File: src/rtl/seg_display_scanner_if.sv
// Load-side handshake between the value producer and the seven-segment scanner.
// The producer offers a 16-bit value; the scanner accepts it when ready is high.
interface seg_display_scanner_if;
  logic        load_valid;
  logic        load_ready;
  logic [15:0] load_data;

  modport master (
    output load_valid,
    output load_data,
    input  load_ready
  );

  modport slave (
    input  load_valid,
    input  load_data,
    output load_ready
  );
endinterface

File: src/rtl/seg_display_scanner.sv
// Four-digit time-multiplexed seven-segment driver with a double-buffered value
// that only commits at frame boundaries, plus per-digit blanking and leading-zero suppression.
module seg_display_scanner #(
  parameter int unsigned CLK_DIV        = 100000,
  parameter bit          SEG_ACTIVE_LOW = 1'b1
) (
  input  logic                        clk,
  input  logic                        reset,
  seg_display_scanner_if.slave        load_if,
  input  logic [3:0]                  blank_mask,
  input  logic                        lz_suppress,
  output logic [6:0]                  display_segs,
  output logic [3:0]                  display_anodes,
  output logic                        frame_done
);

  localparam int unsigned     PW        = $clog2(CLK_DIV);
  localparam logic [PW-1:0]   PRESC_MAX = PW'(CLK_DIV - 1);
  localparam logic [6:0]      SEGS_OFF  = SEG_ACTIVE_LOW ? 7'b1111111 : 7'b0000000;

  function automatic logic [6:0] hex_decode(input logic [3:0] nib);
    logic [6:0] pat;
    case (nib)
      4'h0:    pat = 7'b1111110;
      4'h1:    pat = 7'b0110000;
      4'h2:    pat = 7'b1101101;
      4'h3:    pat = 7'b1111001;
      4'h4:    pat = 7'b0110011;
      4'h5:    pat = 7'b1011011;
      4'h6:    pat = 7'b1011111;
      4'h7:    pat = 7'b1110000;
      4'h8:    pat = 7'b1111111;
      4'h9:    pat = 7'b1111011;
      4'hA:    pat = 7'b1110111;
      4'hB:    pat = 7'b0011111;
      4'hC:    pat = 7'b1001110;
      4'hD:    pat = 7'b0111101;
      4'hE:    pat = 7'b1001111;
      4'hF:    pat = 7'b1000111;
      default: pat = 7'b0000000;
    endcase
    return pat;
  endfunction

  logic [PW-1:0] presc_q,  presc_d;
  logic [1:0]    idx_q,    idx_d;
  logic [15:0]   active_q, active_d;
  logic [15:0]   shadow_q, shadow_d;
  logic          pending_q, pending_d;
  logic [6:0]    segs_q,   segs_d;
  logic [3:0]    anodes_q, anodes_d;
  logic          frame_done_q, frame_done_d;

  logic          tick_s;
  logic          boundary_s;
  logic          xfer_s;
  logic [3:0]    nib_s;
  logic [3:0]    upper_zero_s;
  logic          dark_s;
  logic [6:0]    pat_s;

  // State registers; reset discards any pending shadow and restarts the scan.
  always_ff @(posedge clk) begin
    if (reset) begin
      presc_q      <= '0;
      idx_q        <= 2'd3;
      active_q     <= 16'h0000;
      shadow_q     <= 16'h0000;
      pending_q    <= 1'b0;
      segs_q       <= SEGS_OFF;
      anodes_q     <= 4'b1111;
      frame_done_q <= 1'b0;
    end else begin
      presc_q      <= presc_d;
      idx_q        <= idx_d;
      active_q     <= active_d;
      shadow_q     <= shadow_d;
      pending_q    <= pending_d;
      segs_q       <= segs_d;
      anodes_q     <= anodes_d;
      frame_done_q <= frame_done_d;
    end
  end

  // Prescaler, digit scan, commit/handshake and output pattern for the next slot.
  always_comb begin
    presc_d      = presc_q;
    idx_d        = idx_q;
    active_d     = active_q;
    shadow_d     = shadow_q;
    pending_d    = pending_q;
    segs_d       = segs_q;
    anodes_d     = anodes_q;
    frame_done_d = 1'b0;

    tick_s     = (presc_q == PRESC_MAX);
    boundary_s = tick_s && (idx_q == 2'd3);
    xfer_s     = load_if.load_valid && !pending_q;

    if (tick_s) begin
      presc_d = '0;
      idx_d   = idx_q + 2'd1;
    end else begin
      presc_d = presc_q + PW'(1);
    end

    // Commit and transfer are mutually exclusive because both depend on pending.
    if (boundary_s && pending_q) begin
      active_d  = shadow_q;
      pending_d = 1'b0;
    end else if (xfer_s) begin
      shadow_d  = load_if.load_data;
      pending_d = 1'b1;
    end else begin
      pending_d = pending_q;
    end

    nib_s           = active_d[{idx_d, 2'b00} +: 4];
    upper_zero_s[3] = (active_d[15:12] == 4'h0);
    upper_zero_s[2] = upper_zero_s[3] && (active_d[11:8] == 4'h0);
    upper_zero_s[1] = upper_zero_s[2] && (active_d[7:4] == 4'h0);
    upper_zero_s[0] = 1'b0;
    dark_s          = blank_mask[idx_d] || (lz_suppress && upper_zero_s[idx_d]);
    pat_s           = hex_decode(nib_s);

    if (tick_s) begin
      frame_done_d = boundary_s;
      if (dark_s) begin
        anodes_d = 4'b1111;
        segs_d   = SEGS_OFF;
      end else begin
        anodes_d = ~(4'b0001 << idx_d);
        segs_d   = SEG_ACTIVE_LOW ? ~pat_s : pat_s;
      end
    end else begin
      frame_done_d = 1'b0;
    end
  end

  assign load_if.load_ready = ~pending_q;
  assign display_segs       = segs_q;
  assign display_anodes     = anodes_q;
  assign frame_done         = frame_done_q;

endmodule

File: src/flat_wrapper.sv
// flat-port wrapper written by rule: the top's interface ports become plain ports
module seg_display_scanner_flat 
#(
  parameter int unsigned CLK_DIV        = 100000,
  parameter bit          SEG_ACTIVE_LOW = 1'b1
)
  (clk, reset, blank_mask, lz_suppress, display_segs, display_anodes, frame_done, load_if_load_valid, load_if_load_data, load_if_load_ready);
  seg_display_scanner_if load_if_i ();
  input  logic clk;
  input  logic reset;
  input  logic [3:0] blank_mask;
  input  logic lz_suppress;
  output logic [6:0] display_segs;
  output logic [3:0] display_anodes;
  output logic frame_done;
  input wire logic [$bits(load_if_i.load_valid)-1:0] load_if_load_valid;
  input wire logic [$bits(load_if_i.load_data)-1:0] load_if_load_data;
  output wire logic [$bits(load_if_i.load_ready)-1:0] load_if_load_ready;
  assign load_if_i.load_valid = load_if_load_valid;
  assign load_if_i.load_data = load_if_load_data;
  assign load_if_load_ready = load_if_i.load_ready;
  seg_display_scanner #(.CLK_DIV(CLK_DIV), .SEG_ACTIVE_LOW(SEG_ACTIVE_LOW)) u_core (.clk(clk), .reset(reset), .load_if(load_if_i), .blank_mask(blank_mask), .lz_suppress(lz_suppress), .display_segs(display_segs), .display_anodes(display_anodes), .frame_done(frame_done));
endmodule
File: config.mk
export PLATFORM = sky130hd
export DESIGN_NAME = seg_display_scanner_flat
export DESIGN_NICKNAME = d
export VERILOG_FILES = /design/src/rtl/seg_display_scanner_if.sv /design/src/rtl/seg_display_scanner.sv /design/src/flat_wrapper.sv
export SDC_FILE = /design/constraint.sdc
export NUM_CORES = 1
export LEC_CHECK = 0
export CORE_ASPECT_RATIO = 0.6
export CORE_MARGIN = 2
export CORE_UTILIZATION = 51
export DETAILED_ROUTE_END_ITERATION = 8
export HOLD_SLACK_MARGIN = 0.05
export PLACE_DENSITY = 0.73
export RECOVER_POWER = 100
export SLEW_MARGIN = 20
export SYNTH_ARGS = -nofsm -noshare
export SYNTH_HDL_FRONTEND = slang
export SYNTH_SLANG_ARGS = --single-unit
File: constraint.sdc
create_clock -name clk -period 6.1 [get_ports clk]
set_clock_uncertainty 0.1 [all_clocks]
set_input_delay 0.61 -clock clk [delete_from_list [all_inputs] [get_ports clk]]
set_output_delay 0.61 -clock clk [all_outputs]
set_load 0.005 [all_outputs]
After elaboration in Yosys (flattened, before gate mapping) --
Memories as Yosys holds them, arrays and structs flattened. Index checks and enable logic that the tools add are counted.
Cells by class: muxes and demuxes 8, $lt $le $gt $ge 1, add/sub/neg operators 2, shift operators 2, bitwise operators 5, reductions and logical operators 15, equal/unequal tests 2
Operator list (number):
- $add 17x1->17 const B | 1
- $eq 17x17->1 const B | 1
- $mux 16 | 1
- $shiftx 16x5->4 | 1
- $logic_not 4->1 | 3
- $mux 7 | 1
- $not 7->7 | 1
- $logic_and 1x1->1 | 6
- $reduce_or 2->1 | 3
- $bmux 1 s2 | 2
- $mux 4 | 1
- $not 4->4 | 1
- $shl 1x2->4 const A | 1
- $lt 2x3->1 const B | 1
- $not 1->1 | 3
- $add 2x1->2 const B | 1
- $eq 2x2->1 const B | 1
- $mux 1 | 2
- $mux 2 | 1
- $reduce_and 2->1 | 1
- $logic_not 1->1 | 1
- $logic_or 1x1->1 | 1
Word-level totals: input port bits 24, bits in read-only memories 112, memories kept 1, output and inout port bits 13, logic and storage cells 44, bits in registers 64
Memories:
- (name not given) | depth 16, bits a word 7, rd ports 1, clocked after Yosys merged registers in 0, wr ports 0, RTL line seg_display_scanner.sv:23 | case (nib)

Logic depth before layout (Yosys ltp) --
Gate-level depths: netlist of run 1.
word-level depth 12, mapped depth 15, mapped depth without buffers 13

Worst setup path before layout of run 1 --
OpenSTA, ideal clock, no wires.
kind flip-flop to flip-flop, start point reg u_core.presc_q[0], end point reg u_core.segs_q[0], in the netlist u_core.display_segs[0], data required time 5878 ps, arrival time 3264 ps, library setup time 122 ps, slack 2615 ps, cell stages (with the launch flop) 13, clock period less this slack 3485 ps, buffers on the path 0, path through dfxtp_1 -> ha_1 -> nand4_1 -> nor4_4 -> mux2i_1 -> nor2_1 -> a22oi_1 -> and2_1 -> inv_1 -> ha_1 -> mux2_2 -> a221oi_1 -> nor2_1
On the way: cells in the longest elaborated chain, start to end 12, elaborated cells on any way between the ends 20, those cells by class eq/ne (1); shift (1); mux (7); bitwise (1); reduce/logical (9); memory (1)
RTL lines:
- start: declaration | RTL line seg_display_scanner.sv:45 | logic [PW-1:0] presc_q, presc_d;
- start signal: assignment | RTL line seg_display_scanner.sv:74 | presc_q <= presc_d;
- $eq 17x17->1 (*) | RTL line seg_display_scanner.sv:96 | tick_s = (presc_q == PRESC_MAX);
- parallel branches: the longest is 11 deep, another holds $mem_v2 16x7
- end signal: assignment | RTL line seg_display_scanner.sv:79 | segs_q <= segs_d;
- end: declaration | RTL line seg_display_scanner.sv:50 | logic [6:0] segs_q, segs_d;
Mark *: on every way between the ends. The select of a mux whose other input is x is not followed. A chain may end at the register's enable or synchronous reset.

Worst setup path in the final report of run 1 --
start point reg u_core.idx_q[0], end point reg u_core.segs_q[0], in the netlist u_core.display_segs[0]
On the way: cells in the longest elaborated chain, start to end 12, elaborated cells on any way between the ends 21, those cells by class add/sub (1); eq/ne (1); shift (1); mux (7); bitwise (1); reduce/logical (9); memory (1)
RTL lines:
- start: declaration | RTL line seg_display_scanner.sv:46 | logic [1:0] idx_q, idx_d;
- start signal: assignment | RTL line seg_display_scanner.sv:75 | idx_q <= idx_d;
- parallel branches: the longest is 11 deep, another holds $mem_v2 16x7
- $mux 7 (*) | RTL line seg_display_scanner.sv:128 | if (dark_s) begin
Marks and branches as above.

==> results of run 1 <==
## synthesized netlist by cell type (all sizes together), types with 5 or more instances
master	number
nor3	11
inv	7
mux2i	19
buf	5
ha	8
a21oi	30
nor2	50
mux2	7
xor2	11
o21ai	7
xnor2	7
clkbuf	13
nor3b	5
nand2	60
dfxtp	64
nand3	15
nor2b	5
## final cells by class
cell class              count  share of cell area
inverters                   7             0.00688
multi-input cells         285               0.468
well taps                  84              0.0275
clock inverters             5              0.0269
repair buffers             37              0.0953
clock buffers              11              0.0396
flip-flops and latches     64               0.335
## placed cells by master, fill, tap and decap left out, types with 3 or more instances in the layout
| cell | synthesis | layout |
|---|---|---|
| inv_1 | 7 | 7 |
| and3_1 | 3 | 3 |
| mux2i_1 | 19 | 19 |
| nand2b_1 | 4 | 4 |
| xor2_1 | 11 | 11 |
| nor3b_1 | 5 | 5 |
| nor2_1 | 50 | 50 |
| mux2_2 | 5 | 4 |
| ha_1 | 8 | 8 |
| xnor2_1 | 7 | 7 |
| o21ai_0 | 6 | 6 |
| nand3_1 | 14 | 14 |
| o22a_1 | 4 | 4 |
| a22oi_1 | 4 | 4 |
| bufinv_16 | 0 | 3 |
| dlygate4sd3_1 | 0 | 14 |
| dfxtp_1 | 64 | 64 |
| nor2b_1 | 5 | 4 |
| clkdlybuf4s50_1 | 0 | 22 |
| nor3_1 | 11 | 11 |
| nand2_1 | 60 | 60 |
| clkbuf_8 | 0 | 11 |
| a21oi_1 | 29 | 29 |
## per-stage QoR
step                instance area (um^2)  setup WS, ps   util
finish                              3820          1500  0.631
global route                        3820          1030  0.631
CTS                                 3820          1850  0.632
detailed placement                  3570          1890  0.590
global placement                    3570          2030  0.590
floorplan                           3180          2610      -
## worst max path at each step
stage | startpoint | to
after global placement | u_core.idx_q[0]$_SDFF_PP1_ | u_core.display_segs[0]$_SDFFE_PP1N_
after floorplan | u_core.presc_q[0]$_SDFF_PP0_ | u_core.display_segs[0]$_SDFFE_PP1N_
after CTS | u_core.idx_q[0]$_SDFF_PP1_ | u_core.display_segs[6]$_SDFFE_PP1N_
after global routing | u_core.idx_q[0]$_SDFF_PP1_ | u_core.display_segs[0]$_SDFFE_PP1N_
after detailed placement | u_core.idx_q[0]$_SDFF_PP1_ | u_core.display_segs[6]$_SDFFE_PP1N_
final | u_core.idx_q[0]$_SDFF_PP1_ | u_core.display_segs[0]$_SDFFE_PP1N_
## critical path, stage by stage (launching register included)
cell      delay [ps]
dfxtp_1          900
ha_1             290
and2_0           660
nand2_1          680
mux2i_1          290
a22oi_1          280
and2_0           280
inv_1            130
ha_1             250
mux2_2           270
a221oi_1         280
nor2_1            60
## power by group
| part | internal, mW | total [mW] | leakage (nW) | switching, mW |
|---|---|---|---|---|
| combinational | 0.0243 | 0.0481 | 0.782 | 0.0238 |
| clock | 0.293 | 0.457 | 0.126 | 0.164 |
| sequential | 0.426 | 0.434 | 0.519 | 0.00847 |
| total | 0.743 | 0.939 | 1.43 | 0.196 |
## metal layers
layer	global-route usage	vias to the layer above	wire (um)	part of all wire
li1	-	1345	-	-
met2	0.337	85	2980	0.40
met1	0.348	1236	3780	0.51
met5	0	-	0	0
met3	0.0675	11	523	0.071
met4	0.0724	0	101	0.014
## cell families after synthesis
| logic type | after synthesis | synth area share |
|---|---|---|
| XOR/XNOR | 18 | 0.0496 |
| multiplexers | 28 | 0.101 |
| adder cells (fa/ha/maj) | 8 | 0.0315 |
| flip-flops | 64 | 0.403 |
| buffers and inverters | 25 | 0.0327 |
| AND/OR/NAND/NOR | 176 | 0.275 |
| AO/OA/AOI/OAI | 55 | 0.106 |
## state kept, by name, indices dropped and copies added (netlist names)
| name | count |
|---|---|
| u_core.frame_done | 1 |
| u_core.idx_q | 2 |
| u_core.presc_q | 17 |
| u_core.active_q | 16 |
| u_core.shadow_q | 16 |
| u_core.display_anodes | 4 |
| u_core.pending_q | 1 |
| u_core.display_segs | 7 |
==> results.md, run 1 <==
- Vias in the first global route: 2538
- Crit-path max FO: 24
- DRC: 0
- Yosys top cell by area: dfxtp_1
- Tcrit/Tclk final: 0.754
- HP Start: u_core.shadow_q[0]$_SDFFE_PP0P_
- Leak: 1.43 nW
- Ant diodes: 0
- Hold Fails Final Rpt: 0
- Top_reg_cell synth: dfxtp_1
- Post-synth net total: 406
- R2r setup slk: between 1500 and 2000 ps
- Post-DP HPWL: 5.28 mm
- RSZ-0062 raised after global routing: no
- Synth warnings: 0
- Post-DRT Antenna Nets: 0
- Crit path kind: reg -> reg
- Io pins: 37
- DRT Pass-1 Iters: 5
- First-pass GRT wire length: 12.8 mm
- Cts hold-fix bufs: 0
- Root Driver: clkbuf_8
- Vias: 2677
- Overall routed net length: 7.38 mm
- R2R Path Start: u_core.idx_q[0]$_SDFF_PP1_
- Failing checks: capacitance limit, slew limit
- Clk_lat worst skew: 350 ps
- Setup bufs post-CTS: 0
- Area growth syn-to-layout: 20.3%
- Hold depth: 2
- Total die area: 0.00689 mm^2
- Avg WL per Cell: about 15 um
- Max-Cap Viols: 2
- Layout cell share with drive strength beyond 1: 0.0807
- Hold Crit Endpoint: u_core.shadow_q[0]$_SDFFE_PP0P_
- Power density over the cells: 246 mW/mm^2
- Clock buffer depth: 2
- CTS tree: done
- Worst-Margin Slew: 1780 ps
- EDFF count, synth: 0
- Post-Route Setup TNS: 0 ps
- Synth async-reset ratio: 0
- Num Clock Sinks: 64
- Worst Setup End Kind: flop
- Worst r2r dst: u_core.display_segs[0]$_SDFFE_PP1N_
- Via-per-instance ratio: between 5 and 6
- FF+latch count, synth: 64
- Worst hold path class: reg -> reg
- Highest Clock Rate: around 0.22 GHz
- Max VDD drop: 0.106 mV
- Max-slew violation count: 69
- Initial antenna violation count: 0
- Initial DRC Count: 161
- Worst slew margin: -0.187
- Post_cts resized: 0
- Total grt overflow: 0
- Status: complete, but fails checks
- Tot Pwr: around 940 uW
- Footprint of the multi-input gates: 0.00179 mm^2
- Global Route Usage Sum: 0.238
- Worst EP arrival: about 4700 ps
- Core ar.: about 0.0061 mm^2
- Synth area leaders: dfxtp_1, nand2_1, mux2i_1
- Die Wd: 106 um
- Final worst path period need: 4600 ps
- Die Y: 65.1 um
- Largest net degree at the start of global routing: between 40 and 50
- Syn_area_per_cell: 8.49 um^2
- Mapped Cells: 374
- Yosys cell types: 49
- Synth top area share: 0.403
- Reg clk slew, reported paths: 70 ps
- CP startpoint kind: flop
- Fin Hold WS: about 370 ps
- Layout Cells excl Fill: 493
- Num CTS Buffers: 9
- CP required: 6240 ps
- Initial Util: 0.524
- Synthesized area: 0.00318 mm^2
- Post-Place Cells: about 480
- Rows: 22
- Sequential element share of the synthesized area: 0.403
- Storage element area: 0.00128 mm^2
- Layout fillers: around 550
- Final setup fails: 0
- H-tree levels: 3
- Total Nets Final: 436
- Final Wtd Congestion: 0.898
- IO buf count: 36
- Worst-case reg-to-reg path depth: 11
No activity file was read; power rests on OpenSTA's default activity.
==> run 2, diff against run 1 <==
clock period = 4.65 ns   (was 6.1 ns; I/O delays follow)
==> run 2 against run 1 <==
  * The run now ends clean
  * Non-clock buffer count up 4
  * Wire length down 5.1%
  * First-iteration DRC count is 4.3% lower
  * Maximum frequency is 13% higher
  * Setup slack worse by 910 ps
  * Critical path depth increased by 2
  * Utilization shrank 0.58 points
  * Final cell count up 0.81%
  * Hold slack better by 6.1 ps
  * Total power up 19%
  * Global-route usage down 2.1 points
  * Critical path type unchanged
==> results.md, run 2 (synthesized netlist as in run 1, its figures left out) <==
- Routed wl met2: 2.75 mm (was 2.98 mm)
- Buffers and inverters on the worst path: 2 (was 1)
- Met1 wire length: 3.85 mm (was 3.78 mm)
- Setup bufs post-CTS: 0 (unchanged)
- Total Nets Final: 440 (was 436)
- Initial Util: 0.524 (unchanged)
- H-tree levels: 3 (unchanged)
- First-pass GRT wire length: 11.6 mm (was 12.8 mm)
- HP Start: u_core.active_q[7]$_SDFF_PP0_ (was u_core.shadow_q[0]$_SDFFE_PP0P_)
- Post-Route Setup TNS: 0 ps (unchanged)
- Overall routed net length: 7.01 mm (was 7.38 mm)
- Via-per-instance ratio: 5.32 (was 5.43)
- Core ar.: 0.00606 mm^2 (unchanged)
- DRT Pass-1 Iters: 5 (unchanged)
- Initial DRC Count: 154 (was 161)
- Power density over the cells: 296 mW/mm^2 (was 246 mW/mm^2)
- Avg WL per Cell: 14.1 um (was 15.0 um)
- Worst r2r dst: u_core.display_segs[0]$_SDFFE_PP1N_ (unchanged)
- Total grt overflow: 0 (unchanged)
- Vias: 2646 (was 2677)
- Post-DP HPWL: 5.17 mm (was 5.28 mm)
- Uppermost layer routed: met4 (unchanged)
- R2r setup slk: 590 ps (was 1500 ps)
- Footprint of the multi-input gates: 0.00177 mm^2 (was 0.00179 mm^2)
- Leak: 1.40 nW (was 1.43 nW)
- Ant diodes: 0 (unchanged)
- Worst slew margin: 0.0228 (was -0.187)
- Global Route Usage Sum: 0.216 (was 0.238)
- Final worst path period need: 4060 ps (was 4600 ps)
- Max FFs per register: 17 (unchanged)
- R2R Path Start: u_core.presc_q[0]$_SDFF_PP0_ (was u_core.idx_q[0]$_SDFF_PP1_)
- Hold depth: 2 (unchanged)
- Worst EP arrival: 4180 ps (was 4730 ps)
- WL met3: 355 um (was 523 um)
- Util after Layout: 0.625 (was 0.631)
- Clk_lat worst skew: 340 ps (was 350 ps)
- CP startpoint kind: flop (unchanged)
- Worst hold path class: reg -> reg (unchanged)
- Highest Clock Rate: 0.246 GHz (was 0.218 GHz)
- Worst Setup End Kind: flop (unchanged)
- RSZ-0062 raised after global routing: no (unchanged)
- Crit-path max FO: 9 (was 24)
- Max-Cap Viols: 0 (was 2)
- Num CTS Buffers: 9 (unchanged)
- Clock buffer depth: 2 (unchanged)
- Root Driver: clkbuf_8 (unchanged)
- Post-DRT Antenna Nets: 0 (unchanged)
- Total die area: 0.00689 mm^2 (unchanged)
- Area growth syn-to-layout: 19.2% (was 20.3%)
- Die Wd: 106 um (unchanged)
- Max VDD drop: 0.168 mV (was 0.106 mV)
- CP top delay family: simple AND/OR/NAND/NOR gates (unchanged)
- DRC: 0 (unchanged)
- Final Wtd Congestion: 0.908 (was 0.898)
- Commonest non-fill, non-tap cells in the layout: dfxtp_1, nand2_1, nor2_1 (unchanged)
- Commonest non-fill, non-tap cell in the layout: dfxtp_1 (unchanged)
- Hold Fails Final Rpt: 0 (unchanged)
- Hold Crit Endpoint: u_core.active_q[7]$_SDFF_PP0_ (was u_core.shadow_q[0]$_SDFFE_PP0P_)
- Worst-Margin Slew: 1470 ps (was 1780 ps)
- Status: completed (was complete, but fails checks)
- CTS tree: done (unchanged)
- Worst-path cell chain: ha_1 -> nand4_1 -> nor4_4 -> mux2i_1 -> clkbuf_1 -> nor2_1 -> a22oi_1 -> and2_0 -> inv_1 -> ha_1 -> mux2_2 -> a221oi_1 -> nor2_1 (was ha_1 -> and2_0 -> nand2_1 -> mux2i_1 -> a22oi_1 -> and2_0 -> inv_1 -> ha_1 -> mux2_2 -> a221oi_1 -> nor2_1)
- IO buf count: 36 (unchanged)
- Final setup fails: 0 (unchanged)
- Cts hold-fix bufs: 0 (unchanged)
- Slowest cell delay on critical path: 670 ps (was 900 ps)
- Crit path kind: reg -> reg (unchanged)
- Worst-case reg-to-reg path depth: 13 (was 11)
- Die Y: 65.1 um (unchanged)
- Top reg by flops: u_core.presc_q (unchanged)
- Biggest regs: u_core.presc_q x17, u_core.active_q x16, u_core.shadow_q x16 (unchanged)
- Reg clk slew, reported paths: 70 ps (about the same)
- Slowest cell on the critical path: nor4_4 (was dfxtp_1)
- Layout cell share with drive strength beyond 1: 0.0872 (was 0.0807)
- Largest net degree at the start of global routing: 28 (was 41)
- Initial antenna violation count: 0 (unchanged)
- Num Clock Sinks: 64 (unchanged)
- Max-slew violation count: 0 (was 69)
- Storage element area: 0.00128 mm^2 (unchanged)
- Post_cts resized: 0 (unchanged)
- Io pins: 37 (unchanged)
- Tcrit/Tclk final: 0.873 (was 0.754)
- Layout fillers: 555 (was 547)
- CP required: 4770 ps (was 6240 ps)
- Rows: 22 (unchanged)
- Vias in the first global route: 2371 (was 2538)
[run 2: worst max path at each step]
stage                                 startpoint                             endpoint  slack (ps)  depth (start not counted)
floorplan           u_core.presc_q[0]$_SDFF_PP0_  u_core.display_segs[0]$_SDFFE_PP1N_        1160                         12
global placement    u_core.presc_q[0]$_SDFF_PP0_  u_core.display_segs[0]$_SDFFE_PP1N_         920                         12
detailed placement  u_core.presc_q[0]$_SDFF_PP0_  u_core.display_segs[6]$_SDFFE_PP1N_         750                         14
CTS                 u_core.presc_q[0]$_SDFF_PP0_  u_core.display_segs[6]$_SDFFE_PP1N_         730                         14
global route        u_core.presc_q[0]$_SDFF_PP0_  u_core.display_segs[0]$_SDFFE_PP1N_         240                         13
finish              u_core.presc_q[0]$_SDFF_PP0_  u_core.display_segs[0]$_SDFFE_PP1N_         590                         13
[run 2: power by group]
part	switching [mW]	internal, mW	total [mW]
clock	0.213	0.275	0.488
sequential	0.0104	0.559	0.569
combinational	0.0316	0.0324	0.0640
[run 2: cell type report]
cell class | count | area share
inverters | 7 | 0.00694
multi-input cells | 285 | 0.468
clock inverters | 5 | 0.0145
clock buffers | 11 | 0.0400
well taps | 84 | 0.0278
flip-flops and latches | 64 | 0.339
repair buffers | 41 | 0.104
[run 2: per-layer routing]
layer / up-vias / GRT usage
li1: 1351 / -
met1: 1221 / 0.333
met2: 68 / 0.283
met3: 6 / 0.0575
met4: 0 / 0.0773
met5: - / 0
[run 2: worst min-delay path: stages, from the launching register on]
cell	delay (ps)
dfxtp_1	320
nand2_1	60
a21oi_1	50
[run 2: per-stage QoR]
| step | power [mW] | worst slack (ps) | hold slack [ps] | cells | instance area [um^2] |
|---|---|---|---|---|---|
| 4_1_cts | 1.13 | 731 | 378 | 497 | 3810 |
| 6_report | 1.12 | 592 | 378 | 497 | 3780 |
| 3_5_place_dp | 0.646 | 752 | 367 | 481 | 3600 |
| 3_3_place_gp | 0.645 | 921 | 343 | 481 | 3600 |
| 2_1_floorplan | 0.614 | 1160 | 330 | 374 | 3180 |
| 5_1_grt | 1.16 | 235 | 393 | 497 | 3780 |
==> run 3, diff against run 2 <==
SLEW_MARGIN = unset   (was 20)
==> run 3 against run 2 <==
  * Hold slack better by 1.1 ps
  * Die area unchanged
  * Sequential power about the same
  * Global-route usage unchanged
  * Maximum frequency up 0.17%
  * Critical path depth unchanged
  * Setup slack better by 6.8 ps
  * Wire length up 0.11%
  * Utilization unchanged
  * Largest power group unchanged
  * Highest routed layer unchanged
==> results.md, run 3 (synthesized netlist as in run 1, its figures left out) <==
- Reg clk slew, reported paths: 70 ps (about the same)
- Highest Clock Rate: 0.247 GHz (was 0.246 GHz)
- Total Nets Final: 440 (unchanged)
- Max VDD drop: 0.168 mV (about the same)
- Worst EP arrival: 4170 ps (was 4180 ps)
- Worst-Margin Slew: 1470 ps (about the same)
- Rows: 22 (unchanged)
- Global Route Usage Sum: 0.216 (unchanged)
- H-tree levels: 3 (unchanged)
- Worst slew margin: 0.0186 (was 0.0228)
- Post-Route Setup TNS: 0 ps (unchanged)
- Status: completed (unchanged)
- Post-DRT Antenna Nets: 0 (unchanged)
- First-pass GRT wire length: 11.6 mm (unchanged)
- Die Y: 65.1 um (unchanged)
- DRC: 0 (unchanged)
- Largest net degree at the start of global routing: 28 (unchanged)
- Via-per-instance ratio: 5.31 (was 5.32)
- Worst hold path class: reg -> reg (unchanged)
- R2r setup slk: 600 ps (was 590 ps)
- Layout fillers: 551 (was 555)
- Final worst path period need: 4050 ps (was 4060 ps)
- Tcrit/Tclk final: 0.871 (was 0.873)
- Final Wtd Congestion: 0.908 (unchanged)
- Post_cts resized: 0 (unchanged)
- Power density over the cells: 296 mW/mm^2 (about the same)
- Biggest regs: u_core.presc_q x17, u_core.active_q x16, u_core.shadow_q x16 (unchanged)
- CTS tree: done (unchanged)
- Num CTS Buffers: 9 (unchanged)
- Top reg by flops: u_core.presc_q (unchanged)
- Cts hold-fix bufs: 0 (unchanged)
- Initial DRC Count: 152 (was 154)
- Vias in the first global route: 2371 (unchanged)
- IO buf count: 36 (unchanged)
- Area growth syn-to-layout: 19.2% (unchanged)
- Worst Setup End Kind: flop (unchanged)
- Vias: 2638 (was 2646)
- Hold Fails Final Rpt: 0 (unchanged)
- Post-Place Cells: 481 (unchanged)
- Initial Util: 0.524 (unchanged)
- Max-Cap Viols: 0 (unchanged)
- CP startpoint kind: flop (unchanged)
- Setup bufs post-CTS: 0 (unchanged)
- Final WS setup: 599 ps (was 592 ps)
- Avg WL per Cell: 14.1 um (about the same)
- Layout Cells excl Fill: 497 (unchanged)
- Total die area: 0.00689 mm^2 (unchanged)
- Final setup fails: 0 (unchanged)
- Tot Pwr: 1.12 mW (about the same)
- Fin Hold WS: 380 ps (was 378 ps)
- Die Wd: 106 um (unchanged)
- Clock buffer depth: 2 (unchanged)
- Leak: 1.40 nW (unchanged)
- CP required: 4770 ps (about the same)
- RSZ-0062 raised after global routing: no (unchanged)
- Clk_lat worst skew: 340 ps (about the same)
- Io pins: 37 (unchanged)
- Crit path kind: reg -> reg (unchanged)
- Crit-path max FO: 9 (unchanged)
- Commonest non-fill, non-tap cell in the layout: dfxtp_1 (unchanged)
- Root Driver: clkbuf_8 (unchanged)
- Ant diodes: 0 (unchanged)
- Max FFs per register: 17 (unchanged)
- DP Worst Slack: 752 ps (unchanged)
- Core ar.: 0.00606 mm^2 (unchanged)
- Total grt overflow: 0 (unchanged)
- Num Clock Sinks: 64 (unchanged)
- DRT Pass-1 Iters: 5 (unchanged)
- Max-slew violation count: 0 (unchanged)
- Initial antenna violation count: 0 (unchanged)
- Commonest non-fill, non-tap cells in the layout: dfxtp_1, nand2_1, nor2_1 (unchanged)
- Overall routed net length: 7.02 mm (was 7.01 mm)
- Post-DP HPWL: 5.17 mm (unchanged)
- Layout cell share with drive strength beyond 1: 0.0872 (unchanged)
run 3: cell counts in the layout (fill, tap and decap cells not counted):
No cell type changed its count.
run 3: layer usage:
layer	vias to the layer above	track usage	wire length (um)
met5	-	0	0
met4	0	0.0773	49
met3	6	0.0575	443
met2	67	0.283	2750
met1	1213	0.333	3780
li1	1352	-	-
run 3: critical path, stage by stage (launching register included):
cell and delay, ps:
dfxtp_1 370, ha_1 210, nand4_1 320, nor4_4 670
mux2i_1 250, clkbuf_1 360, nor2_1 100, a22oi_1 280
and2_0 280, inv_1 130, ha_1 260, mux2_2 280
a221oi_1 240, nor2_1 70
run 3: worst paths after layout:
check	start	end	cells after the start
setup / recovery	u_core.presc_q[0]$_SDFF_PP0_	u_core.display_segs[0]$_SDFFE_PP1N_	13
hold / removal	u_core.active_q[7]$_SDFF_PP0_	u_core.active_q[7]$_SDFF_PP0_	2
setup reg to reg	u_core.presc_q[0]$_SDFF_PP0_	u_core.display_segs[0]$_SDFFE_PP1N_	13
hold reg to reg	u_core.active_q[7]$_SDFF_PP0_	u_core.active_q[7]$_SDFF_PP0_	2
run 3: power by group:
| part | internal (mW) | switching, mW | total, mW | leakage, nW |
|---|---|---|---|---|
| Clock | 0.275 | 0.211 | 0.486 | 0.101 |
| Sequential | 0.559 | 0.0103 | 0.569 | 0.519 |
| Combinational | 0.0323 | 0.0316 | 0.0640 | 0.782 |
run 3: layout make-up:
cell class / count / area [um^2] / area share
Multi-Input combinational cell: 285 / 1770 / 0.468
Sequential cell: 64 / 1280 / 0.339
Timing Repair Buffer: 41 / 394 / 0.104
Clock buffer: 11 / 151 / 0.0400
Tap cell: 84 / 105 / 0.0278
Clock inverter: 5 / 55.1 / 0.0145
Inverter: 7 / 26.3 / 0.00694
run 3: per-stage QoR:
| step | util | area [um^2] |
|---|---|---|
| after detailed placement | 0.595 | 3600 |
| after floorplan | - | 3180 |
| after global placement | 0.595 | 3600 |
| final | 0.625 | 3780 |
| after global routing | 0.625 | 3780 |
| after CTS | 0.629 | 3810 |
